## src/rtl/teclado_pkg.sv

```systemverilog
// Shared types and constants for the 4x4 keypad scanner/encoder.
package teclado_pkg;

  typedef enum logic [1:0] {
    SCAN,
    DEB_PRESS,
    HELD,
    DEB_REL
  } teclado_estado_t;

  localparam int         COD_W           = 4;
  localparam logic [3:0] COL_RESET       = 4'b1110;
  localparam logic [3:0] FILAS_INACTIVAS = 4'b1111;

  // Index of the lowest-numbered low bit; the lowest row wins on multiple presses.
  function automatic logic [1:0] indice_bajo(input logic [3:0] v);
    logic [1:0] idx;
    idx = '0;
    for (int unsigned i = 0; i < 4; i++) begin
      if (!v[2'(3 - i)]) idx = 2'(3 - i);
    end
    return idx;
  endfunction

endpackage

```

## src/rtl/teclado_sync.sv

```systemverilog
// 4-bit two-flop synchronizer for the keypad rows; resets to all-high (no key).
module teclado_sync
  import teclado_pkg::*;
(
  input  logic       clk,
  input  logic       rst_n,
  input  logic [3:0] i_filas,
  output logic [3:0] o_filas
);

  logic [3:0] r_meta;
  logic [3:0] r_sync;

  always_ff @(posedge clk) begin
    if (!rst_n) begin
      r_meta <= FILAS_INACTIVAS;
      r_sync <= FILAS_INACTIVAS;
    end else begin
      r_meta <= i_filas;
      r_sync <= r_meta;
    end
  end

  assign o_filas = r_sync;

endmodule

```

## src/rtl/teclado_codificador.sv

```systemverilog
// 4x4 matrix-keypad scanner, debouncer and encoder (code = row*4 + col).
// Define TECLADO_SYNC_EN to pass the rows through a 2-flop synchronizer.
module teclado_codificador
  import teclado_pkg::*;
#(
  parameter int SCAN_DIV = 1000,
  parameter int DEBOUNCE = 10000
) (
  input  logic       clk,
  input  logic       rst_n,
  input  logic [3:0] filas,
  output logic [3:0] columnas,
  output logic       a,
  output logic       b,
  output logic       c,
  output logic       d,
  output logic       dato_valido,
  output logic       tecla_nueva
);

  localparam int SLOT_W = $clog2(SCAN_DIV);
  localparam int DEB_W  = $clog2(DEBOUNCE);
  localparam logic [SLOT_W-1:0] SLOT_ULT = SLOT_W'(SCAN_DIV - 1);
  // The evaluating cycle counts as the first stable one, hence DEBOUNCE-2.
  localparam logic [DEB_W-1:0]  DEB_ULT  = DEB_W'(DEBOUNCE - 2);

  logic [3:0] w_fs;

`ifdef TECLADO_SYNC_EN
  teclado_sync u_sync (
    .clk     (clk),
    .rst_n   (rst_n),
    .i_filas (filas),
    .o_filas (w_fs)
  );
`else
  assign w_fs = filas;
`endif

  teclado_estado_t   r_estado, w_estado;
  logic [3:0]        r_col, w_col;
  logic [SLOT_W-1:0] r_slot, w_slot;
  logic [DEB_W-1:0]  r_deb, w_deb;
  logic [3:0]        r_captura, w_captura;
  logic [COD_W-1:0]  r_codigo, w_codigo;
  logic              r_valido, w_valido;
  logic              r_nueva, w_nueva;

  always_ff @(posedge clk) begin
    if (!rst_n) begin
      r_estado  <= SCAN;
      r_col     <= COL_RESET;
      r_slot    <= '0;
      r_deb     <= '0;
      r_captura <= FILAS_INACTIVAS;
      r_codigo  <= '0;
      r_valido  <= 1'b0;
      r_nueva   <= 1'b0;
    end else begin
      r_estado  <= w_estado;
      r_col     <= w_col;
      r_slot    <= w_slot;
      r_deb     <= w_deb;
      r_captura <= w_captura;
      r_codigo  <= w_codigo;
      r_valido  <= w_valido;
      r_nueva   <= w_nueva;
    end
  end

  always_comb begin
    w_estado  = r_estado;
    w_col     = r_col;
    w_slot    = r_slot;
    w_deb     = r_deb;
    w_captura = r_captura;
    w_codigo  = r_codigo;
    w_valido  = r_valido;
    w_nueva   = 1'b0;
    case (r_estado)
      SCAN: begin
        // Rows are only looked at in the last slot cycle so synchronizer lag settles.
        if (r_slot == SLOT_ULT) begin
          if (w_fs != FILAS_INACTIVAS) begin
            w_captura = w_fs;
            w_deb     = '0;
            w_estado  = DEB_PRESS;
          end else begin
            w_slot = '0;
            w_col  = {r_col[2:0], r_col[3]};
          end
        end else begin
          w_slot = r_slot + SLOT_W'(1);
        end
      end
      DEB_PRESS: begin
        if (w_fs == r_captura) begin
          if (r_deb == DEB_ULT) begin
            w_estado = HELD;
            w_codigo = {indice_bajo(r_captura), indice_bajo(r_col)};
            w_valido = 1'b1;
            w_nueva  = 1'b1;
          end else begin
            w_deb = r_deb + DEB_W'(1);
          end
        end else begin
          w_estado = SCAN;
          w_slot   = '0;
        end
      end
      HELD: begin
        if (w_fs == FILAS_INACTIVAS) begin
          w_estado = DEB_REL;
          w_deb    = '0;
        end
      end
      DEB_REL: begin
        if (w_fs == FILAS_INACTIVAS) begin
          if (r_deb == DEB_ULT) begin
            w_estado = SCAN;
            w_valido = 1'b0;
            w_slot   = '0;
            w_col    = {r_col[2:0], r_col[3]};
          end else begin
            w_deb = r_deb + DEB_W'(1);
          end
        end else begin
          w_estado = HELD;
        end
      end
      default: w_estado = SCAN;
    endcase
  end

  assign columnas    = r_col;
  assign a           = r_codigo[3];
  assign b           = r_codigo[2];
  assign c           = r_codigo[1];
  assign d           = r_codigo[0];
  assign dato_valido = r_valido;
  assign tecla_nueva = r_nueva;

endmodule

```

## config.mk

```make
export PLATFORM = sky130hd
export DESIGN_NAME = teclado_codificador
export DESIGN_NICKNAME = d
export VERILOG_FILES = /design/src/rtl/teclado_pkg.sv /design/src/rtl/teclado_sync.sv /design/src/rtl/teclado_codificador.sv
export SDC_FILE = /design/constraint.sdc
export NUM_CORES = 1
export LEC_CHECK = 0
export CAP_MARGIN = 10
export CORE_MARGIN = 2
export CORE_UTILIZATION = 35
export DETAILED_ROUTE_END_ITERATION = 7
export SLEW_MARGIN = 20
export SYNTH_ARGS = -nofsm -noshare
export SYNTH_HDL_FRONTEND = slang
export SYNTH_SLANG_ARGS = --single-unit
```

## constraint.sdc

```tcl
create_clock -name clk -period 2.2 [get_ports clk]
set_input_delay 0.66 -clock clk [delete_from_list [all_inputs] [get_ports clk]]
set_output_delay 0.66 -clock clk [all_outputs]
set_load 0.02 [all_outputs]
```

==> Word-level counts from Yosys, hierarchy flattened <==
Index checks and enable logic that the tools add are counted.
{ "classes": {"addsub": 2, "n_eq_ne": 20, "n_mux": 40, "n_reduce_logical": 12} }
{ "ops": {"columns": ["cell", "count"], "rows": [
  ["$mux 14", 6],
  ["$pmux 14 s4", 1],
  ["$mux 10", 5],
  ["$mux 2", 15],
  ["$pmux 10 s3", 1],
  ["$reduce_and 5->1", 5],
  ["$ne 2x2->1 const B", 9],
  ["$mux 4", 4],
  ["$add 14x1->14 const B", 1],
  ["$eq 14x14->1 const B", 1],
  ["$add 10x1->10 const B", 1],
  ["$eq 10x10->1 const B", 1],
  ["$ne 3x3->1 const B", 3],
  ["$reduce_and 3->1", 3],
  ["$pmux 2 s4", 1],
  ["$pmux 4 s2", 1],
  ["$mux 1", 5],
  ["$eq 2x2->1 const B", 2],
  ["$eq 4x4->1", 1],
  ["$eq 4x4->1 const B", 1],
  ["$ne 4x4->1 const B", 1],
  ["$reduce_bool 2->1", 2],
  ["$reduce_bool 3->1", 1],
  ["$eq 2x1->1 const B", 1],
  ["2 further kinds", 2]
]} }
{ "totals": {"register_bits": 40, "inputBits": 6, "output_inout_bits": 10, "wordCells": 82} }

==> Depth between registers and ports, before layout <==
{ "depth": {"ltp_word": 4, "ltp_mapped": 7, "mapped_depth_nobuf": 7} }

==> Worst setup path before layout <==
OpenSTA, ideal clock, no wires.
{ "synth_path": {"path_type": "input -> register", "from": "input port filas[1]", "to": "register r_deb[9]", "setup_time_ns": 0.122, "arrival_ns": 2.027, "required_ns": 2.078, "setup_slack_ns": 0.051, "path_stages": 5, "n_path_buf": 0, "cell_sequence": "xor2_1 o41ai_4 and2_4 o22ai_4 a221o_1"} }
{ "synth_between": {"elab_chain_len": 3, "word_cells_on_any_way": 8, "cone_classes": "eq/ne: 7; reduce/logical: 1"} }
{ "synth_rtl": {"columns": ["item", "line", "text"], "rows": [
  ["start, declared", "teclado_codificador.sv:11", "input logic [3:0] filas,"],
  ["$eq 4x4->1 (tied with other cells)", "teclado_codificador.sv:97", "if (w_fs == r_captura) begin"],
  ["$ne 2x2->1 (no source line)", null, null],
  ["$reduce_and 5->1 (no source line) (*)", null, null],
  ["end signal, assigned", "teclado_codificador.sv:63", "r_deb <= w_deb;"],
  ["end, declared", "teclado_codificador.sv:43", "logic [DEB_W-1:0] r_deb, w_deb;"]
]} }
Every way passes the cells marked *; elsewhere a longest branch is shown, timed or not.
A chain may end at the register's enable or synchronous reset.

==> Final worst setup path <==
{ "layout_path": {"from": "input port filas[0]", "to": "register r_deb[9]"} }
Same word-level chain as after synthesis.

==> results.tsv <==
stage	metric	value	unit
floorplan	# IOs	16	
cts	CTS HTree Levels	2	
layout	area delta synth->final	28.2	%
floorplan	Die Height	82.5	um
worst_setup_path	reg2reg setup slack	0.20	ns
synth	Area contributors post-synth	dfxtp_1 37%, o21ai_0 5.8%, nand3_1 3.9%	
worst_setup_path	max incr delay on CP	0.40	ns
synth	Post-synth top flop	dfxtp_1	
detailed_routing	Via density	5.56	
placed_design	Placer Congestion	0.796	
synth	Post-synth EDFFs	0	
timing	Setup WS post-layout	0.113	ns
worst_setup_path	crit-path max FO	4	
worst_hold_path	Worst Hold End	r_codigo[0]	
detailed_routing	vias	2080	
synth	Yosys reg bits	40	
layout	share of layout cells above drive strength 1	19.4	%
synth	Cell variety after synth	48	
timing	Period minus WS final	2.09	ns
synth	ys async rst share	0	%
timing	Worst Tran Pin Value	0.451	ns
timing	fin. max-slew vios	0	
layout	total of fill cells in the finished design	582	
synth	Mapped Cells	249	
cts	Sink Count	40	
layout	number of diodes	0	
timing	f_max	479	MHz
floorplan	core area	0.00592	mm2
worst_setup_path	CP endpoint kind	register	
timing	clock skew	0.00907	ns
detailed_routing	DRT antenna net count	0	
cts	worst skew pair latency	0.30	ns
pwr	VDD IR max	0.265	mV
synth	Synth area leader	dfxtp_1	
synth	Syn Nets	258	
worst_setup_path	startpoint types	input port	
synth	post-synthesis cell area	0.00215	mm2
cts	CTS root buf	clkbuf_8	
worst_setup_path	Setup CP Type	input port to register	
worst_setup_path	R2R depth	7	
pwr	Lkg Pwr	1.05	nW
worst_setup_path	Critical Path, Cell by Cell	dlygate4sd2_1, xor2_1, buf_4, o41ai_4, and2_4, o22ai_4, a221o_1	
flow_run	max cap viols	0	
worst_hold_path	Worst Hold Path Cells	2	
worst_setup_path	Required @ worst endpoint	2.39	ns
worst_hold_path	Worst Hold Class	register to register	
timing	relative slew slack	69.9	%
floorplan	Die Span X	82.5	um
run_status	status	completed	
detailed_routing	Routed WL	5.48	mm
worst_setup_path	buffers plus inverters on the worst setup path	2	
synth	average size of a mapped cell	8.65	um2
pwr	power density cells	511	mW/mm2
timing	Final Setup Violations	0	
synth	sequential share of the synthesized area	37.2	%
grt	pin count of the biggest net entering global routing	19	
synth	Post-synth top cells	40 x dfxtp_1, 25 x o21ai_0, 20 x nand2_1	
grt	first-pass GRT wire length	9.54	mm
detailed_routing	drt first pass iters	4	
worst_setup_path	reg2reg end	columnas[3]	
worst_setup_path	reg2reg start	r_slot[0]	
grt	GRT Overall Usage	17.9	%
synth	Yosys warnings	0	
detailed_routing	Routed WL per cell	14.7	um
synth	post-synth top area share	37.2	%
worst_setup_path	CP top delay family	compound AO/OA/AOI/OAI gates	
cts	Reg clk slew, reported paths	0.08	ns
placed_design	dpl cell area	0.00261	mm2
layout	final instance area	0.00276	mm2
cts	hold buffer count at CTS	0	
layout	nets	307	
placed_design	Post-Place Worst Slack	-0.412	ns
grt	number of global-route vias before repair	2041	
cts	TritonCTS clock tree	yes	
timing	Hold Fails Final Rpt	0	
worst_setup_path	Critical Path AT	2.28	ns
detailed_routing	initial drt markers	134	
floorplan	row count	28	
detailed_routing	residual DRC count	0	
grt	initial antenna violation count	0	
cts	clk buf depth	2	
grt	Overflow after GRT	0	
timing	final period utilization	94.9	%
floorplan	starting density of the core	36.4	%
placed_design	input/output buffers	15	
timing	unrepaired setup endpoints after global routing	false	
worst_hold_path	Hold Path Origin	r_codigo[0]	
timing	Hold Slack	0.474	ns
worst_setup_path	Slowest cell on crit path	o41ai_4	
placed_design	post-DP HPWL	3.93	mm
floorplan	die area	0.00680	mm2
cts	TritonCTS Buffers	5	
synth	count leader, synth	dfxtp_1	
## stage by stage
stage	utilization [%]	total power [mW]	setup TNS, ns	instances
2_1_floorplan	-	0.782	0	249
5_1_grt	46.6	1.45	0	374
3_3_place_gp	44.1	0.821	-10.64	364
6_report	46.6	1.41	0	374
3_5_place_dp	44.1	0.823	-11.58	364
4_1_cts	46.6	1.42	0	374
## final cells by class
class | count | area [um2] | area share (%)
inverters | 7 | 26.3 | 0.952
well taps | 75 | 93.8 | 3.40
clock inverters | 2 | 35.0 | 1.27
flip-flops and latches | 40 | 801 | 29.0
repair buffers | 48 | 393 | 14.2
multi-input cells | 196 | 1340 | 48.5
clock buffers | 6 | 72.6 | 2.63
## metal layers
metal  vias to the layer above  routed length (um)  track usage, %
met1                       984                2800            24.7
li1                       1055                   -               -
met5                         -                   0               0
met4                         0                  44            4.33
met2                        35                2450            28.8
met3                         6                 181            3.59
## worst min-delay path, cell delays in order (launching register included)
cell	delay, ns
dfxtp_1	0.32
nand2b_1	0.06
a21oi_1	0.05
## placed cells by master (no fill, tap or decap), types with 3 or more instances in the layout
| master | instances |
|---|---|
| a21o_1 | 3 |
| a21oi_1 | 10 |
| a31oi_1 | 6 |
| a41oi_1 | 3 |
| and2_1 | 4 |
| and3_1 | 9 |
| buf_4 | 33 |
| clkbuf_8 | 5 |
| clkdlybuf4s50_1 | 11 |
| dfxtp_1 | 40 |
| dlygate4sd2_1 | 4 |
| ha_1 | 3 |
| inv_1 | 7 |
| mux2i_1 | 4 |
| nand2_1 | 19 |
| nand2b_1 | 4 |
| nand3_1 | 17 |
| nand3b_1 | 4 |
| nand4_1 | 5 |
| nor2_1 | 12 |
| nor2b_1 | 8 |
| nor3_1 | 6 |
| o21ai_0 | 25 |
| o221a_2 | 3 |
| o22a_1 | 4 |
| o311ai_0 | 4 |
| o31ai_1 | 4 |
| o41ai_1 | 5 |
## power breakdown
part	switching (mW)	internal, mW	total [mW]
registers	0.00382	0.728	0.732
clock network	0.268	0.337	0.605
logic	0.0395	0.0336	0.0731
total	0.311	1.10	1.41
## worst max-delay path by stage
| stage | startpoint | end | slack (ns) | depth (start not counted) |
|---|---|---|---|---|
| after floorplan | filas[1] | r_deb[9] | 0.05 | 5 |
| after global placement | filas[3] | r_codigo[2] | -0.40 | 6 |
| after detailed placement | filas[0] | r_deb[9] | -0.41 | 7 |
| after CTS | filas[0] | r_deb[9] | 0.10 | 7 |
| after global routing | filas[0] | r_deb[9] | 0.002 | 7 |
| final | filas[0] | r_deb[9] | 0.11 | 7 |
## registers in the layout, summed over array words and instances (netlist names)
signal       cells
r_deb           14
r_captura        4
dato_valido      1
r_codigo         4
r_estado         2
tecla_nueva      1
r_slot          10
columnas         4
## repair_timing
action	in CTS	in global routing
setup endpoints to repair	24	7
hold endpoints to repair	0	0
setup buffers	1	0
gates resized for setup	7	1
pin swaps	3	1
cloned	1	0
## cells by family (layout without fill, tap and decap cells)
| logic type | after synthesis | after routing | share of synthesized area (%) |
|---|---|---|---|
| simple gates | 101 | 102 | 26.8 |
| compound gates | 83 | 83 | 28.3 |
| buf+inv | 14 | 63 | 2.44 |
| fa+ha+maj | 3 | 3 | 1.74 |
| mux | 4 | 4 | 1.86 |
| xor+xnor | 4 | 4 | 1.63 |
| flops | 40 | 40 | 37.2 |
No activity file was read; power rests on OpenSTA's default activity.
